===== config.mk =====
export PLATFORM = sky130hd
export DESIGN_NAME = l15_ch_arb
export DESIGN_NICKNAME = d
export VERILOG_FILES = /design/src/rtl/l15_ch_arb_pkg.sv /design/src/rtl/l15_ch_arb_ord_fifo.sv /design/src/rtl/l15_ch_arb.sv
export SDC_FILE = /design/constraint.sdc
export NUM_CORES = 1
export LEC_CHECK = 0
export BUFFER_PORTS_ARGS = -buffer_cell sky130_fd_sc_hd__buf_2
export CORE_AREA = 2 2 282 284
export CTS_CLUSTER_SIZE = 8
export DETAILED_ROUTE_END_ITERATION = 8
export DIE_AREA = 0 0 284 286
export PLACE_DENSITY = 0.35
export RECOVER_POWER = 25
export SLEW_MARGIN = 40
export SYNTH_ARGS = -nofsm -noshare
export SYNTH_HDL_FRONTEND = slang
export SYNTH_SLANG_ARGS = --single-unit

===== constraint.sdc =====
create_clock -name clk -period 4.2 [get_ports clk]
set_input_delay 0.42 -clock clk [delete_from_list [all_inputs] [get_ports clk]]
set_output_delay 0.42 -clock clk [all_outputs]
set_load 0.01 [all_outputs]

===== src/rtl/l15_ch_arb_pkg.sv =====
// Shared types and constants for the L1.5 channel arbiter: request FSM
// state encoding, invalidation return type and request/response field widths.
package l15_ch_arb_pkg;

    typedef enum logic [0:0] {
        ST_IDLE  = 1'b0,
        ST_ISSUE = 1'b1
    } req_state_e;

    localparam logic [3:0]  RTYPE_INV = 4'b0011;

    localparam int unsigned RQTYPE_W  = 5;
    localparam int unsigned SIZE_W    = 3;
    localparam int unsigned ADDR_W    = 40;
    localparam int unsigned DATA_W    = 64;
    localparam int unsigned RTYPE_W   = 4;

endpackage


===== src/rtl/l15_ch_arb_ord_fifo.sv =====
// Issue-order FIFO: holds the channel index of each outstanding L1.5 request
// so in-order responses can be routed back to their originator.
module l15_ch_arb_ord_fifo #(
    parameter int DEPTH = 4,
    parameter int IDX_W = 2
) (
    input  logic                       clk,
    input  logic                       rst_n,
    input  logic                       push,
    input  logic [IDX_W-1:0]           push_idx,
    input  logic                       pop,
    output logic [IDX_W-1:0]           head,
    output logic [$clog2(DEPTH):0]     count
);

    localparam int AW = $clog2(DEPTH);

    logic [IDX_W-1:0] mem [DEPTH];
    logic [AW-1:0]    wr_ptr;
    logic [AW-1:0]    rd_ptr;

    always_ff @(posedge clk) begin
        if (push) begin
            mem[wr_ptr] <= push_idx;
        end
    end

    always_ff @(posedge clk) begin
        if (!rst_n) begin
            wr_ptr <= '0;
            rd_ptr <= '0;
            count  <= '0;
        end else begin
            if (push) begin
                wr_ptr <= wr_ptr + 1'b1;
            end
            if (pop) begin
                rd_ptr <= rd_ptr + 1'b1;
            end
            case ({push, pop})
                2'b10:   count <= count + 1'b1;
                2'b01:   count <= count - 1'b1;
                default: count <= count;
            endcase
        end
    end

    assign head = mem[rd_ptr];

endmodule


===== src/rtl/l15_ch_arb.sv =====
// Round-robin arbiter sharing one L1.5 request/response port among NUM_CH
// channels. Define L15_CH_ARB_RESP_BUF_EN to register the response path.
module l15_ch_arb
    import l15_ch_arb_pkg::*;
#(
    parameter int NUM_CH    = 4,
    parameter int ORD_DEPTH = 4
) (
    input  logic                         clk,
    input  logic                         rst_n,
    input  logic [NUM_CH-1:0]            ch_req_val,
    input  logic [NUM_CH*RQTYPE_W-1:0]   ch_req_rqtype,
    input  logic [NUM_CH*SIZE_W-1:0]     ch_req_size,
    input  logic [NUM_CH*ADDR_W-1:0]     ch_req_address,
    input  logic [NUM_CH*DATA_W-1:0]     ch_req_data,
    output logic [NUM_CH-1:0]            ch_req_ack,
    output logic                         transducer_l15_val,
    output logic [RQTYPE_W-1:0]          transducer_l15_rqtype,
    output logic [SIZE_W-1:0]            transducer_l15_size,
    output logic [ADDR_W-1:0]            transducer_l15_address,
    output logic [DATA_W-1:0]            transducer_l15_data,
    output logic                         transducer_l15_threadid,
    input  logic                         l15_transducer_ack,
    input  logic                         l15_transducer_val,
    input  logic [RTYPE_W-1:0]           l15_transducer_returntype,
    input  logic [DATA_W-1:0]            l15_transducer_data_0,
    output logic                         transducer_l15_req_ack,
    output logic [NUM_CH-1:0]            ch_resp_val,
    output logic [RTYPE_W-1:0]           ch_resp_returntype,
    output logic [DATA_W-1:0]            ch_resp_data,
    input  logic [NUM_CH-1:0]            ch_resp_ack
);

    localparam int IDX_W = $clog2(NUM_CH);
    localparam int CNT_W = $clog2(ORD_DEPTH) + 1;

    localparam logic [0:0] S_IDLE  = ST_IDLE;
    localparam logic [0:0] S_ISSUE = ST_ISSUE;

    logic [0:0]          state;
    logic [IDX_W-1:0]    rr_ptr;
    logic [IDX_W-1:0]    grant;
    logic [IDX_W-1:0]    nxt_idx;
    logic                nxt_found;
    logic                push;
    logic                pop;
    logic [IDX_W-1:0]    head;
    logic [CNT_W-1:0]    fifo_count;
    logic                fifo_full;
    logic                fifo_empty;

    logic                r_val;
    logic [RTYPE_W-1:0]  r_type;
    logic [DATA_W-1:0]   r_data;
    logic                resp_inv;
    logic                done;
    logic [NUM_CH-1:0]   inv_acked;
    logic [NUM_CH-1:0]   inv_seen;

    assign fifo_full  = (fifo_count == CNT_W'(ORD_DEPTH));
    assign fifo_empty = (fifo_count == '0);

    // Search starts at the channel after the last one acked by L1.5.
    always_comb begin
        logic [IDX_W-1:0] cand;
        cand      = '0;
        nxt_found = 1'b0;
        nxt_idx   = rr_ptr;
        for (int unsigned i = 1; i <= NUM_CH; i++) begin
            cand = IDX_W'((32'(rr_ptr) + i) % NUM_CH);
            if (!nxt_found && ch_req_val[cand]) begin
                nxt_found = 1'b1;
                nxt_idx   = cand;
            end
        end
    end

    always_ff @(posedge clk) begin
        if (!rst_n) begin
            state                  <= S_IDLE;
            rr_ptr                 <= IDX_W'(NUM_CH - 1);
            grant                  <= '0;
            transducer_l15_rqtype  <= '0;
            transducer_l15_size    <= '0;
            transducer_l15_address <= '0;
            transducer_l15_data    <= '0;
        end else begin
            case (state)
                S_IDLE: begin
                    if (nxt_found && !fifo_full) begin
                        grant                  <= nxt_idx;
                        transducer_l15_rqtype  <= ch_req_rqtype[nxt_idx*RQTYPE_W +: RQTYPE_W];
                        transducer_l15_size    <= ch_req_size[nxt_idx*SIZE_W +: SIZE_W];
                        transducer_l15_address <= ch_req_address[nxt_idx*ADDR_W +: ADDR_W];
                        transducer_l15_data    <= ch_req_data[nxt_idx*DATA_W +: DATA_W];
                        state                  <= S_ISSUE;
                    end
                end
                S_ISSUE: begin
                    if (l15_transducer_ack) begin
                        rr_ptr <= grant;
                        state  <= S_IDLE;
                    end
                end
                default: state <= S_IDLE;
            endcase
        end
    end

    assign transducer_l15_val      = (state == S_ISSUE);
    assign transducer_l15_threadid = 1'b0;
    assign push = (state == S_ISSUE) && l15_transducer_ack && rst_n;

    always_comb begin
        ch_req_ack = '0;
        if (push) begin
            ch_req_ack[grant] = 1'b1;
        end
    end

`ifdef L15_CH_ARB_RESP_BUF_EN
    logic                capture;
    logic                buf_val;
    logic [RTYPE_W-1:0]  buf_type;
    logic [DATA_W-1:0]   buf_data;

    // Capture only into an empty buffer; done can only fire while it is full.
    assign capture = l15_transducer_val && !buf_val && rst_n;

    always_ff @(posedge clk) begin
        if (!rst_n) begin
            buf_val  <= 1'b0;
            buf_type <= '0;
            buf_data <= '0;
        end else begin
            if (done) begin
                buf_val <= 1'b0;
            end
            if (capture) begin
                buf_val  <= 1'b1;
                buf_type <= l15_transducer_returntype;
                buf_data <= l15_transducer_data_0;
            end
        end
    end

    assign r_val  = buf_val;
    assign r_type = buf_type;
    assign r_data = buf_data;
    assign transducer_l15_req_ack = capture;
`else
    assign r_val  = l15_transducer_val;
    assign r_type = l15_transducer_returntype;
    assign r_data = l15_transducer_data_0;
    assign transducer_l15_req_ack = done;
`endif

    assign resp_inv = r_val && (r_type == RTYPE_INV);
    assign inv_seen = inv_acked | ch_resp_ack;

    // Channels that already acked an invalidation stop seeing it as valid.
    always_comb begin
        ch_resp_val = '0;
        done        = 1'b0;
        if (resp_inv) begin
            ch_resp_val = ~inv_acked;
            done        = &inv_seen;
        end else if (r_val && fifo_empty) begin
            done = 1'b1;
        end else if (r_val) begin
            ch_resp_val[head] = 1'b1;
            done              = ch_resp_ack[head];
        end
        done = done && rst_n;
    end

    assign pop = done && !resp_inv && !fifo_empty;
    assign ch_resp_returntype = r_type;
    assign ch_resp_data       = r_data;

    always_ff @(posedge clk) begin
        if (!rst_n || done) begin
            inv_acked <= '0;
        end else if (resp_inv) begin
            inv_acked <= inv_seen;
        end
    end

    l15_ch_arb_ord_fifo #(
        .DEPTH (ORD_DEPTH),
        .IDX_W (IDX_W)
    ) u_fifo (
        .clk      (clk),
        .rst_n    (rst_n),
        .push     (push),
        .push_idx (grant),
        .pop      (pop),
        .head     (head),
        .count    (fifo_count)
    );

endmodule


==> results of run 1 <==
flip-flops by register name, summed over array words and instances, names as in the netlist, named ones only:
name	flops
u_fifo.mem	8
u_fifo.rd_ptr	2
transducer_l15_size	3
rr_ptr	2
transducer_l15_rqtype	5
u_fifo.count	3
transducer_l15_data	64
inv_acked	4
transducer_l15_val	1
u_fifo.wr_ptr	2
transducer_l15_address	40
grant	2
cells by family (layout without fill, tap and decap cells):
| kind of cell | Yosys count | in the layout | share of synthesized area |
|---|---|---|---|
| compound gates | 364 | 364 | 0.273 |
| simple gates | 291 | 291 | 0.169 |
| buf+inv | 183 | 659 | 0.108 |
| flops | 138 | 138 | 0.305 |
| mux | 122 | 122 | 0.134 |
| fa+ha+maj | 6 | 6 | 0.00886 |
| xor+xnor | 3 | 3 | 0.00282 |
| other cells | 1 | 6 | 0.000402 |
critical path: stages, from the launching register on:
cell	delay [ps]
sky130_fd_sc_hd__dfxtp_1	370
sky130_fd_sc_hd__mux4_2	570
sky130_fd_sc_hd__mux2i_1	150
sky130_fd_sc_hd__mux2_2	260
sky130_fd_sc_hd__a21oi_1	390
sky130_fd_sc_hd__and2_1	200
sky130_fd_sc_hd__buf_2	120
final cells by class:
class | count | area [um2] | area share
Multi-Input combinational cell | 787 | 5530 | 0.408
Timing Repair Buffer | 622 | 3240 | 0.239
Sequential cell | 138 | 2840 | 0.210
Tap cell | 1050 | 1310 | 0.0970
Clock buffer | 18 | 429 | 0.0317
Clock inverter | 14 | 163 | 0.0120
Inverter | 5 | 18.8 | 0.00139
Antenna cell | 5 | 12.5 | 0.000924
power groups by stage:
stage                     clock network [uW]  registers [uW]  logic (uW)
after floorplan                            0            1670         714
after global placement                     0            1610        1460
after detailed placement                   0            1610        1470
after CTS                               1750            1580        1470
after global routing                    1770            1610        1560
final                                   1630            1580        1440
worst min-delay path by stage:
stage	from	endpoint	slack, ps	cells after the start
floorplan	u_fifo.rd_ptr[1]	register	450	2
global route	ch_req_data[42]	transducer_l15_data[42]	210	3
finish	ch_req_address[41]	transducer_l15_address[1]	240	3
global placement	transducer_l15_address[7]	transducer_l15_address[7]	460	2
detailed placement	transducer_l15_address[37]	transducer_l15_address[37]	460	2
CTS	ch_req_address[41]	transducer_l15_address[1]	170	3
per-stage QoR:
step,utilization,instance area (um2),total power (uW)
final,0.173,13500,4660
after global placement,0.165,12900,3070
after global routing,0.173,13500,4940
after detailed placement,0.165,12900,3080
after floorplan,-,9320,2380
after CTS,0.173,13500,4800
layer usage:
layer,share of wire,vias to the layer above,GRT usage
li1,-,5011,-
met1,0.42,5181,0.161
met2,0.50,447,0.233
met3,0.067,68,0.0376
met4,0.021,2,0.0500
met5,0.00023,-,0
cells in the mapped netlist, types with 10 or more instances:
cell type                  instances
sky130_fd_sc_hd__mux2i_1         119
sky130_fd_sc_hd__o21ai_1          10
sky130_fd_sc_hd__and4_1           61
sky130_fd_sc_hd__nor2_1           15
sky130_fd_sc_hd__nand3_1          58
sky130_fd_sc_hd__nand2_1         120
sky130_fd_sc_hd__nor3_1           11
sky130_fd_sc_hd__o21ai_0         104
sky130_fd_sc_hd__clkbuf_1         77
sky130_fd_sc_hd__o31a_1           59
sky130_fd_sc_hd__o211ai_1        113
sky130_fd_sc_hd__buf_2            24
sky130_fd_sc_hd__buf_4            76
sky130_fd_sc_hd__a21o_1           55
sky130_fd_sc_hd__dfxtp_1         130
cell usage in the layout, fill, tap and decap left out, types with 4 or more instances in the layout:
cell type                    Yosys  layout
sky130_fd_sc_hd__buf_2          24     581
sky130_fd_sc_hd__dfxtp_1       130     130
sky130_fd_sc_hd__nand2_1       120     120
sky130_fd_sc_hd__mux2i_1       119     119
sky130_fd_sc_hd__o211ai_1      113     113
sky130_fd_sc_hd__o21ai_0       104     104
sky130_fd_sc_hd__and4_1         61      60
sky130_fd_sc_hd__o31a_1         59      59
sky130_fd_sc_hd__nand3_1        58      58
sky130_fd_sc_hd__a21o_1         55      53
sky130_fd_sc_hd__buf_4          76      29
sky130_fd_sc_hd__clkbuf_16       0      17
sky130_fd_sc_hd__nor2_1         15      14
sky130_fd_sc_hd__nor3_1         11      10
sky130_fd_sc_hd__o21ai_1        10      10
sky130_fd_sc_hd__a21oi_1         9       9
sky130_fd_sc_hd__clkbuf_1       77       9
sky130_fd_sc_hd__edfxtp_1        8       8
sky130_fd_sc_hd__o22ai_1         6       6
sky130_fd_sc_hd__diode_2         0       5
sky130_fd_sc_hd__nand2b_1        5       5
sky130_fd_sc_hd__and2_1          5       5
sky130_fd_sc_hd__ha_1            5       5
sky130_fd_sc_hd__inv_6           0       5
sky130_fd_sc_hd__inv_1           4       4
sky130_fd_sc_hd__clkinvlp_4      0       4
sky130_fd_sc_hd__buf_12          0       4
==> out/results.md, run 1 <==
| Parameter | Value | Unit |
|:---|:---|:---|
| Run status | finished clean | - |
| Final number of hold-violating endpoints | 0 | - |
| Post-Synthesis Net Count | 1642 | - |
| EDFF count, synth | 8 | - |
| Relative area change from synthesis to final layout | 45.3 | % |
| Internal cell power | 2970 | uW |
| Total CTS buffers | 17 | - |
| Final setup vio count | 0 | - |
| Top area cells in the synthesized netlist | sky130_fd_sc_hd__dfxtp_1 28%, sky130_fd_sc_hd__mux2i_1 13%, sky130_fd_sc_hd__o211ai_1 9.1% | - |
| H-tree levels | 4 | - |
| Synth Warn # | 0 | - |
| Arrival time at the worst endpoint | 2530 | ps |
| Initial antenna violation count | 10 | - |
| Path type of the worst setup path | reg2out | - |
| Final critical-path required period | 2950 | ps |
| Number of buffers added on ports | 589 | - |
| Final Wtd Congestion | 0.820 | - |
| Synth top area share | 0.279 | - |
| DRC viols | 0 | - |
| Filler Cells Inserted | 9102 | - |
| Critical R2R Capture | u_fifo.count[2] | - |
| Vertical die dimension | 286 | um |
| DP Wirelength | 42400 | um |
| Via count of the routed design | 10700 | - |
| CTS Root Buffer Type | sky130_fd_sc_hd__clkbuf_16 | - |
| Final non-filler cell total | 2639 | - |
| Portion of the post-synthesis area used by sequential elements | 0.305 | - |
| Clk_skew | 16.7 | ps |
| Worst setup EP type | output pin | - |
| Clock group share of total power | 0.351 | - |
| Fraction of registers with async set or reset after synthesis | 0 | - |
| Sum Neg Setup Slack | 0 | ps |
| Horiz. Die Dim | 284 | um |
| Overall overflow remaining after global route | 0 | - |
| Register-to-Register Setup Slack | 1360 | ps |
| Largest vdd supply drop | 0.242 | mV |
| Crit share post-route | 0.704 | - |
| CTS clk-pin slew, worst paths | 70 | ps |
| Slew at the pin closest to its max-slew limit | 780 | ps |
| Post-detailed-routing wire length | 56900 | um |
| Post-layout nets | 2105 | - |
| Switching Fraction | 0.362 | - |
| Post-Synthesis Cell Area | 9320 | um2 |
| Power per cell area | 344 | nW/um2 |
| Net Sw Power | 1690 | uW |
| Number of cells on the worst reg-to-reg path | 10 | - |
| Drt first-iter violations | 545 | - |
| Hold Worst Slack | 244 | ps |
| Prevailing post-synth register cell | sky130_fd_sc_hd__dfxtp_1 | - |
| Aggregate global-route resource usage | 0.136 | - |
| Pre-CTS WS | 1380 | ps |
| End point of the critical path | transducer_l15_req_ack | - |
| Vias in the first global route | 11200 | - |
| Starting density of the core | 0.119 | - |
| Area leader, netlist | sky130_fd_sc_hd__dfxtp_1 | - |
| Number of distinct library cells after synthesis | 48 | - |
| Number of nets with antenna violations after routing | 0 | - |
| Number of flip-flops and latches in the synthesized netlist | 138 | - |
| Ports | 719 | - |
| WL/cell | 21.5 | um |
| Count of final max-slew check failures | 0 | - |
| Max transition margin | 0.480 | - |
| Worst-Skew Late Latency | 480 | ps |
| Min-Delay Path Class | in2reg | - |
| Maximum fanout count along the critical path | 5 | - |
| TritonCTS clock tree | yes | - |
| Gate count after technology mapping | 1108 | - |
| Setup Buffers After CTS | 0 | - |
| Max_cap viols | 0 | - |
| Wire length of the first global-routing pass | 79200 | um |
| Via-per-instance ratio | 4.06 | - |
| Quantity of hold-fixing buffers added after cts | 0 | - |
| Avg Cell Area, Syn | 8.41 | um2 |
| Leakage power of the design | 0.00588 | uW |
| Clk buf depth | 2 | - |
| Crit path required time | 3780 | ps |
| Max Fclk | 338 | MHz |
| Setup repair after global routing missed its margin | no | - |
| Final critical-path setup slack | 1250 | ps |
| Standard-cell row count | 103 | - |
| Placed Instances | 2602 | - |
| Area of the die | 81200 | um2 |
| Startpoint types | register | - |
| Part of the total power dissipated in combinational logic | 0.310 | - |
| Share of post-route cells with drive strength above 1 | 0.420 | - |
| Number of gates resized after CTS | 0 | - |
| Router iterations before antenna repair | 5 | - |
| Clock sink count | 138 | - |
| Largest net degree at the start of global routing | 60 | - |
| Proportion of power drawn by flip-flops and latches | 0.340 | - |
| Area of the core region | 78400 | um2 |
No activity file was read; power rests on OpenSTA's default activity.
==> run 2: changes to the inputs <==
- CORE_AREA: 2 2 282 284 -> 2 2 276 278
- DIE_AREA: 0 0 284 286 -> 0 0 278 280
- PLACE_DENSITY: 0.35 -> 0.36
- clock period: 4.2 -> 2.8 ns (I/O delays scaled with it)
==> run 2 against run 1 <==
  * Global-route usage shrank 0.19 points
  * Critical path depth increased by 4
  * Register-to-register slack got worse by 1300 ps
  * Highest routed layer unchanged
==> out/results.md, run 2 (synthesized netlist as in run 1, its figures left out) <==
| Parameter | Value | Unit | Delta |
|:---|:---|:---|:---|
| Run status | finished clean | - |  |
| Initial antenna violation count | 13 | - | +3 |
| Largest vdd supply drop | 0.320 | mV | +32% |
| Largest net degree at the start of global routing | 60 | - | unchanged |
| Power per cell area | 493 | nW/um2 | +43% |
| Wire length of the first global-routing pass | 75200 | um | -5.1% |
| Area of the die | 77800 | um2 | -4.2% |
| Ports | 719 | - | unchanged |
| Internal cell power | 4290 | uW | +44% |
| Area of the core region | 75200 | um2 | -4.0% |
| Largest register FFs | 64 | - | unchanged |
| Aggregate global-route resource usage | 0.134 | - | -0.00195 |
| Final setup vio count | 0 | - | unchanged |
| Setup repair after global routing missed its margin | yes | - |  |
| TritonCTS clock tree | yes | - |  |
| Net Sw Power | 2440 | uW | +45% |
| H-tree levels | 4 | - | unchanged |
| Placed Instances | 2544 | - | -2.2% |
| Total CTS buffers | 17 | - | unchanged |
| Arrival time at the worst endpoint | 3120 | ps | +590 ps |
| Horiz. Die Dim | 278 | um | -2.1% |
| CTS Root Buffer Type | sky130_fd_sc_hd__clkbuf_16 | - |  |
| DRC viols | 0 | - | unchanged |
| Post-layout nets | 2120 | - | +0.71% |
| DP Wirelength | 39900 | um | -6.0% |
| Worst setup EP type | register | - |  |
| WL/cell | 20.7 | um | -3.8% |
| Worst-Skew Late Latency | 480 | ps | about the same |
| Standard-cell row count | 101 | - | -1.9% |
| Post-detailed-routing wire length | 53600 | um | -5.8% |
| Clk_skew | 14.4 | ps | -2.32 ps |
| Final critical-path required period | 2710 | ps |  |
| Path type of the worst setup path | reg2reg | - |  |
| Slew at the pin closest to its max-slew limit | 782 | ps | +1.75 ps |
| Number of nets with antenna violations after routing | 0 | - | unchanged |
| Max_cap viols | 0 | - | unchanged |
| Maximum fanout count along the critical path | 4 | - | -1 |
| Multi-input logic area | 5560 | um2 | +0.63% |
| Vertical die dimension | 280 | um | -2.1% |
| Count of final max-slew check failures | 0 | - | unchanged |
| Highest-count cells in the layout ignoring fill and taps | 582 x sky130_fd_sc_hd__buf_2, 129 x sky130_fd_sc_hd__dfxtp_1, 120 x sky130_fd_sc_hd__nand2_1, 117 x sky130_fd_sc_hd__mux2i_1, 113 x sky130_fd_sc_hd__o211ai_1 | - |  |
| Crit share post-route | 0.966 | - |  |
| CTS clk-pin slew, worst paths | 70 | ps | about the same |
| Max transition margin | 0.478 | - | -0.00241 |
| Drt first-iter violations | 481 | - | -12% |
| Overall overflow remaining after global route | 0 | - | unchanged |
| Number of buffers added on ports | 589 | - | unchanged |
| Leakage power of the design | 0.00597 | uW | +1.5% |
| Relative area change from synthesis to final layout | 46.5 | % |  |
| Area of all sequential standard cells | 2840 | um2 | about the same |
| Via count of the routed design | 10600 | - | -1.4% |
| Final Wtd Congestion | 0.832 | - | +1.5% |
| Switching Fraction | 0.363 | - | +0.000724 |
| Via-per-instance ratio | 4.09 | - | +0.71% |
| Crit path required time | 3210 | ps | -570 ps |
| Max Fclk | 370 | MHz |  |
| Leading cell type in the layout, fill and taps excluded | sky130_fd_sc_hd__buf_2 | - |  |
| Clock sink count | 138 | - | unchanged |
| Starting density of the core | 0.124 | - | +0.00501 |
| Proportion of power drawn by flip-flops and latches | 0.352 | - | +0.012 |
| Filler Cells Inserted | 8518 | - | -6.4% |
| Final number of hold-violating endpoints | 0 | - | unchanged |
| Vias in the first global route | 11000 | - | -1.7% |
| Share of post-route cells with drive strength above 1 | 0.430 | - | +0.00919 |
| Clock group share of total power | 0.323 | - | -0.028 |
| Part of the total power dissipated in combinational logic | 0.325 | - | +0.015 |
| Sum Neg Setup Slack | 0 | ps | unchanged |
| Registers with the highest flip-flop counts | transducer_l15_data x64, transducer_l15_address x40, u_fifo.mem x8 | - |  |
| Router iterations before antenna repair | 6 | - | +1 |
| Clk buf depth | 2 | - | unchanged |
| Startpoint types | register | - |  |
| Design Power | 6730 | uW | +44% |
| Final non-filler cell total | 2585 | - | -2.0% |
| Min-Delay Path Class | in2reg | - |  |
| Largest register by flop count | transducer_l15_data | - |  |
-- run 2: cell types whose count changed in the layout (fill, tap and decap cells not counted), moves of 2 or more --
cell,before,now
sky130_fd_sc_hd__buf_12,4,13
sky130_fd_sc_hd__buf_4,29,34
sky130_fd_sc_hd__clkinv_2,0,5
sky130_fd_sc_hd__inv_6,5,0
sky130_fd_sc_hd__clkinv_1,1,4
sky130_fd_sc_hd__diode_2,5,8
sky130_fd_sc_hd__a21oi_1,9,7
sky130_fd_sc_hd__bufinv_16,2,0
sky130_fd_sc_hd__mux2i_1,119,117
sky130_fd_sc_hd__mux2i_2,0,2
-- run 2: final timing paths --
path	from	end	slack (ps)	cells after the start
worst max-delay path	u_fifo.mem[2][0]	u_fifo.count[2]	90	10
worst min-delay path	ch_req_data[120]	transducer_l15_data[56]	100	3
worst max register to register	u_fifo.mem[2][0]	u_fifo.count[2]	90	10
worst min register to register	transducer_l15_data[39]	transducer_l15_data[39]	480	2
-- run 2: power by group through the flow --
stage	logic (uW)	registers (uW)	clock network [uW]
final	2180	2370	2170
after floorplan	1070	2500	0
after global routing	2370	2400	2370
after CTS	2230	2370	2330
after detailed placement	2220	2410	0
after global placement	2210	2410	0
-- run 2: layout make-up --
cell class              instances  share of cell area
well taps                     978              0.0896
clock inverters                14             0.00623
inverters                       5             0.00137
multi-input cells             787               0.408
repair buffers                637               0.254
flip-flops and latches        138               0.208
clock buffers                  18              0.0314
diodes                          8             0.00147
-- run 2: what timing repair did --
item / in CTS / in global routing
hold buffers: 0 / 0
pin swaps: 1 / 2
endpoints found under the setup margin: 1 / 3
buffers inserted: 0 / 1
gates resized for setup: 2 / 8
gates cloned: 0 / 0
hold endpoints to repair: 0 / 0
-- run 2: per-layer routing --
| metal | vias up | wire, um | track usage |
|---|---|---|---|
| met2 | 422 | 26600 | 0.229 |
| met1 | 5030 | 22200 | 0.157 |
| li1 | 5038 | - | - |
| met3 | 66 | 3410 | 0.0365 |
| met5 | - | 57 | 0 |
| met4 | 8 | 1280 | 0.0529 |
-- run 2: stage by stage --
step,area (um2),setup WS (ps),utilization,hold WS [ps]
finish,13700,94.5,0.182,103
global route,13600,-35.6,0.181,76.4
CTS,13600,21.5,0.181,38.1
detailed placement,13100,49.8,0.174,465
global placement,13100,125,0.174,460
floorplan,9320,218,-,436
-- run 2: worst max-delay path, stage by stage, from the launching register on --
cell and delay (ps):
sky130_fd_sc_hd__edfxtp_1 370, sky130_fd_sc_hd__mux4_2 560, sky130_fd_sc_hd__mux2i_2 230, sky130_fd_sc_hd__nor3_2 90, sky130_fd_sc_hd__nor2_1 120, sky130_fd_sc_hd__nor2_1 50
sky130_fd_sc_hd__ha_2 190, sky130_fd_sc_hd__fa_1 390, sky130_fd_sc_hd__xnor2_1 160, sky130_fd_sc_hd__or3_1 330, sky130_fd_sc_hd__a21oi_2 150
==> run 3: changes to the inputs <==
- CORE_AREA: 2 2 276 278 -> 2 2 282 284
- DIE_AREA: 0 0 278 280 -> 0 0 284 286
- PLACE_DENSITY: 0.36 -> 0.35
- RECOVER_POWER: 25 -> unset
- clock period: 2.8 -> 3.35 ns (I/O delays scaled with it)
==> run 3 against run 2 <==
  * Critical path depth is 4 lower
  * Sequential cell count did not move
  * First-iteration DRC count is 18% higher
  * Sequential power decreased by 16%
  * Power is 10% lower
  * Register-to-register slack better by 480 ps
  * Non-clock buffer count is 14 lower
  * Clock power rose by 3%
  * Hold slack better by 49 ps
  * Clock-buffer cell count up 2
  * Critical path type is now reg2out
  * Largest cell class unchanged
==> out/results.md, run 3 (synthesized netlist as in run 1, its figures left out) <==
| Parameter | Value | Unit | Delta |
|:---|:---|:---|:---|
| Longest individual stage delay on the worst path | 580 | ps | +20 ps |
| Standard-cell row count | 103 | - | +2.0% |
| Via-per-instance ratio | 4.05 | - | -1.0% |
| Vertical die dimension | 286 | um | +2.1% |
| DRC viols | 0 | - | unchanged |
| Number of buffers added on ports | 589 | - | unchanged |
| Slew at the pin closest to its max-slew limit | 811 | ps | +29.5 ps |
| Area of the die | 81200 | um2 | +4.3% |
| Clk buf depth | 2 | - | unchanged |
| WL/cell | 20.8 | um | +0.58% |
| Router iterations before antenna repair | 6 | - | unchanged |
| Leakage power of the design | 0.00597 | uW | about the same |
| Ports | 719 | - | unchanged |
| Vias in the first global route | 10900 | - | -1.3% |
| TritonCTS clock tree | yes | - |  |
| Crit share post-route | 0.855 | - |  |
| Power per cell area | 441 | nW/um2 | -11% |
| Overall overflow remaining after global route | 0 | - | unchanged |
| Final number of hold-violating endpoints | 0 | - | unchanged |
| Number of cells on the worst reg-to-reg path | 10 | - | unchanged |
| Largest register FFs | 64 | - | unchanged |
| Starting density of the core | 0.119 | - | -0.00501 |
| Drt first-iter violations | 566 | - | +18% |
| Largest vdd supply drop | 0.352 | mV | +10% |
| Wire length of the first global-routing pass | 76400 | um | +1.6% |
| Share of post-route cells with drive strength above 1 | 0.426 | - | -0.00378 |
| Arrival time at the worst endpoint | 2530 | ps | -590 ps |
| Kind of cell with the highest combined delay on the critical path | multiplexers | - |  |
| Largest register by flop count | transducer_l15_data | - |  |
| Setup Buffers After CTS | 0 | - | unchanged |
| Post-layout nets | 2106 | - | -0.66% |
| Max transition margin | 0.459 | - | -0.0185 |
| Leading cell type in the layout, fill and taps excluded | sky130_fd_sc_hd__buf_2 | - |  |
| Initial antenna violation count | 8 | - | -5 |
| Sum Neg Setup Slack | 0 | ps | unchanged |
| Maximum fanout count along the critical path | 5 | - | +1 |
| Critical path buffer and inverter count | 1 | - | +1 |
| Worst setup EP type | output pin | - |  |
| Count of final max-slew check failures | 0 | - | unchanged |
| Critical Path, Cell by Cell | mux4_2 > mux2i_1 > mux2_2 > a21oi_1 > and2_1 > buf_2 | - |  |
| H-tree levels | 4 | - | unchanged |
| Number of nets with antenna violations after routing | 0 | - | unchanged |
| Finished Core Util | 0.174 | - | -0.00708 |
| Worst-Skew Late Latency | 480 | ps | about the same |
| CTS clk-pin slew, worst paths | 80 | ps | about the same |
| Registers with the highest flip-flop counts | transducer_l15_data x64, transducer_l15_address x40, u_fifo.mem x8 | - |  |
| Area of the core region | 78400 | um2 | +4.2% |
| Slowest stage cell, crit path | sky130_fd_sc_hd__mux4_2 | - |  |
| Hold depth | 3 | - | unchanged |
| Horiz. Die Dim | 284 | um | +2.2% |
| Run status | finished clean | - |  |
| Post-detailed-routing wire length | 55000 | um | +2.7% |
| Hold Worst Slack | 152 | ps | +48.9 ps |
| Min-Delay Path Class | in2reg | - |  |
| Critical R2R Capture | u_fifo.count[2] | - |  |
| Destination of the worst hold path | transducer_l15_address[0] | - |  |
| Max Fclk | 349 | MHz |  |
| Crit path required time | 3010 | ps | -200 ps |
| Final setup vio count | 0 | - | unchanged |
| Clock sink count | 138 | - | unchanged |
| Startpoint types | register | - |  |
| Final Wtd Congestion | 0.848 | - | +1.9% |
| Total CTS buffers | 17 | - | unchanged |
| Number of gates resized after CTS | 0 | - | -2 |
| CTS Root Buffer Type | sky130_fd_sc_hd__clkbuf_16 | - |  |
| Via count of the routed design | 10700 | - | +1.1% |
| Register-to-Register Setup Slack | 570 | ps | +480 ps |
| Setup repair after global routing missed its margin | no | - |  |
| Final critical-path required period | 2860 | ps |  |
| Relative area change from synthesis to final layout | 46.7 | % |  |
| Aggregate global-route resource usage | 0.130 | - | -0.00396 |
| Max_cap viols | 0 | - | unchanged |
| Highest-count cells in the layout ignoring fill and taps | 589 x sky130_fd_sc_hd__buf_2, 130 x sky130_fd_sc_hd__dfxtp_1, 120 x sky130_fd_sc_hd__nand2_1, 119 x sky130_fd_sc_hd__mux2i_1, 113 x sky130_fd_sc_hd__o211ai_1 | - |  |
| Clk_skew | 22.2 | ps | +7.84 ps |
| Path type of the worst setup path | reg2out | - |  |
| Quantity of hold-fixing buffers added after cts | 0 | - | unchanged |
| Largest net degree at the start of global routing | 61 | - | +1.7% |
| DP Wirelength | 41000 | um | +2.9% |
| Critical hold path startpoint | ch_req_address[40] | - |  |
[run 3: cell count changes in the layout (fill, tap and decap cells not counted), moves of 3 or more]
cell	before	now
sky130_fd_sc_hd__diode_2	8	4
sky130_fd_sc_hd__buf_2	582	589
sky130_fd_sc_hd__bufinv_16	0	4
sky130_fd_sc_hd__inv_6	0	3
sky130_fd_sc_hd__clkbuf_1	8	1
sky130_fd_sc_hd__buf_4	34	26
sky130_fd_sc_hd__buf_12	13	8
sky130_fd_sc_hd__clkinv_2	5	1
sky130_fd_sc_hd__clkinv_1	4	1
[run 3: worst max path at each step]
stage,from,to,slack [ps],cells past startpoint
floorplan,register,u_fifo.count[2],770,10
global placement,register,u_fifo.count[2],490,10
detailed placement,rr_ptr[1],transducer_l15_data[20],550,6
CTS,register,transducer_l15_req_ack,390,6
global route,register,transducer_l15_req_ack,270,6
finish,register,transducer_l15_req_ack,490,6
[run 3: through the flow]
| step | total power, uW | instance area (um2) | worst slack, ps | instances |
|---|---|---|---|---|
| 2_1_floorplan | 2990 | 9320 | 768 | 1108 |
| 3_3_place_gp | 3840 | 13000 | 487 | 2603 |
| 3_5_place_dp | 3840 | 13000 | 553 | 2603 |
| 4_1_cts | 6190 | 13700 | 387 | 2635 |
| 5_1_grt | 6360 | 13700 | 273 | 2638 |
| 6_report | 6020 | 13700 | 486 | 2639 |
[run 3: report_power, final]
| group | switching [uW] | internal [uW] |
|---|---|---|
| registers | 119 | 1860 |
| clock network | 918 | 1320 |
| logic | 1040 | 763 |
[run 3: per-layer routing]
layer  up-vias  GRT usage  share of wire
met5         -          0        0.00024
met4         2     0.0334          0.014
met3        45     0.0352          0.066
met2       453      0.229           0.51
met1      5171      0.154           0.41
li1       5004          -              -
[run 3: layout make-up]
cell class	count	area (um2)
clock inverters	12	185
diodes	4	10.0
fillers	9029	64700
well taps	1050	1310
inverters	5	18.8
multi-input cells	787	5530
flip-flops and latches	138	2840
clock buffers	20	468
repair buffers	623	3300
[run 3: tightest hold or removal path: stages]
cell                       delay (ps)
sky130_fd_sc_hd__buf_2             70
sky130_fd_sc_hd__mux2i_1           50
sky130_fd_sc_hd__o211ai_1         140
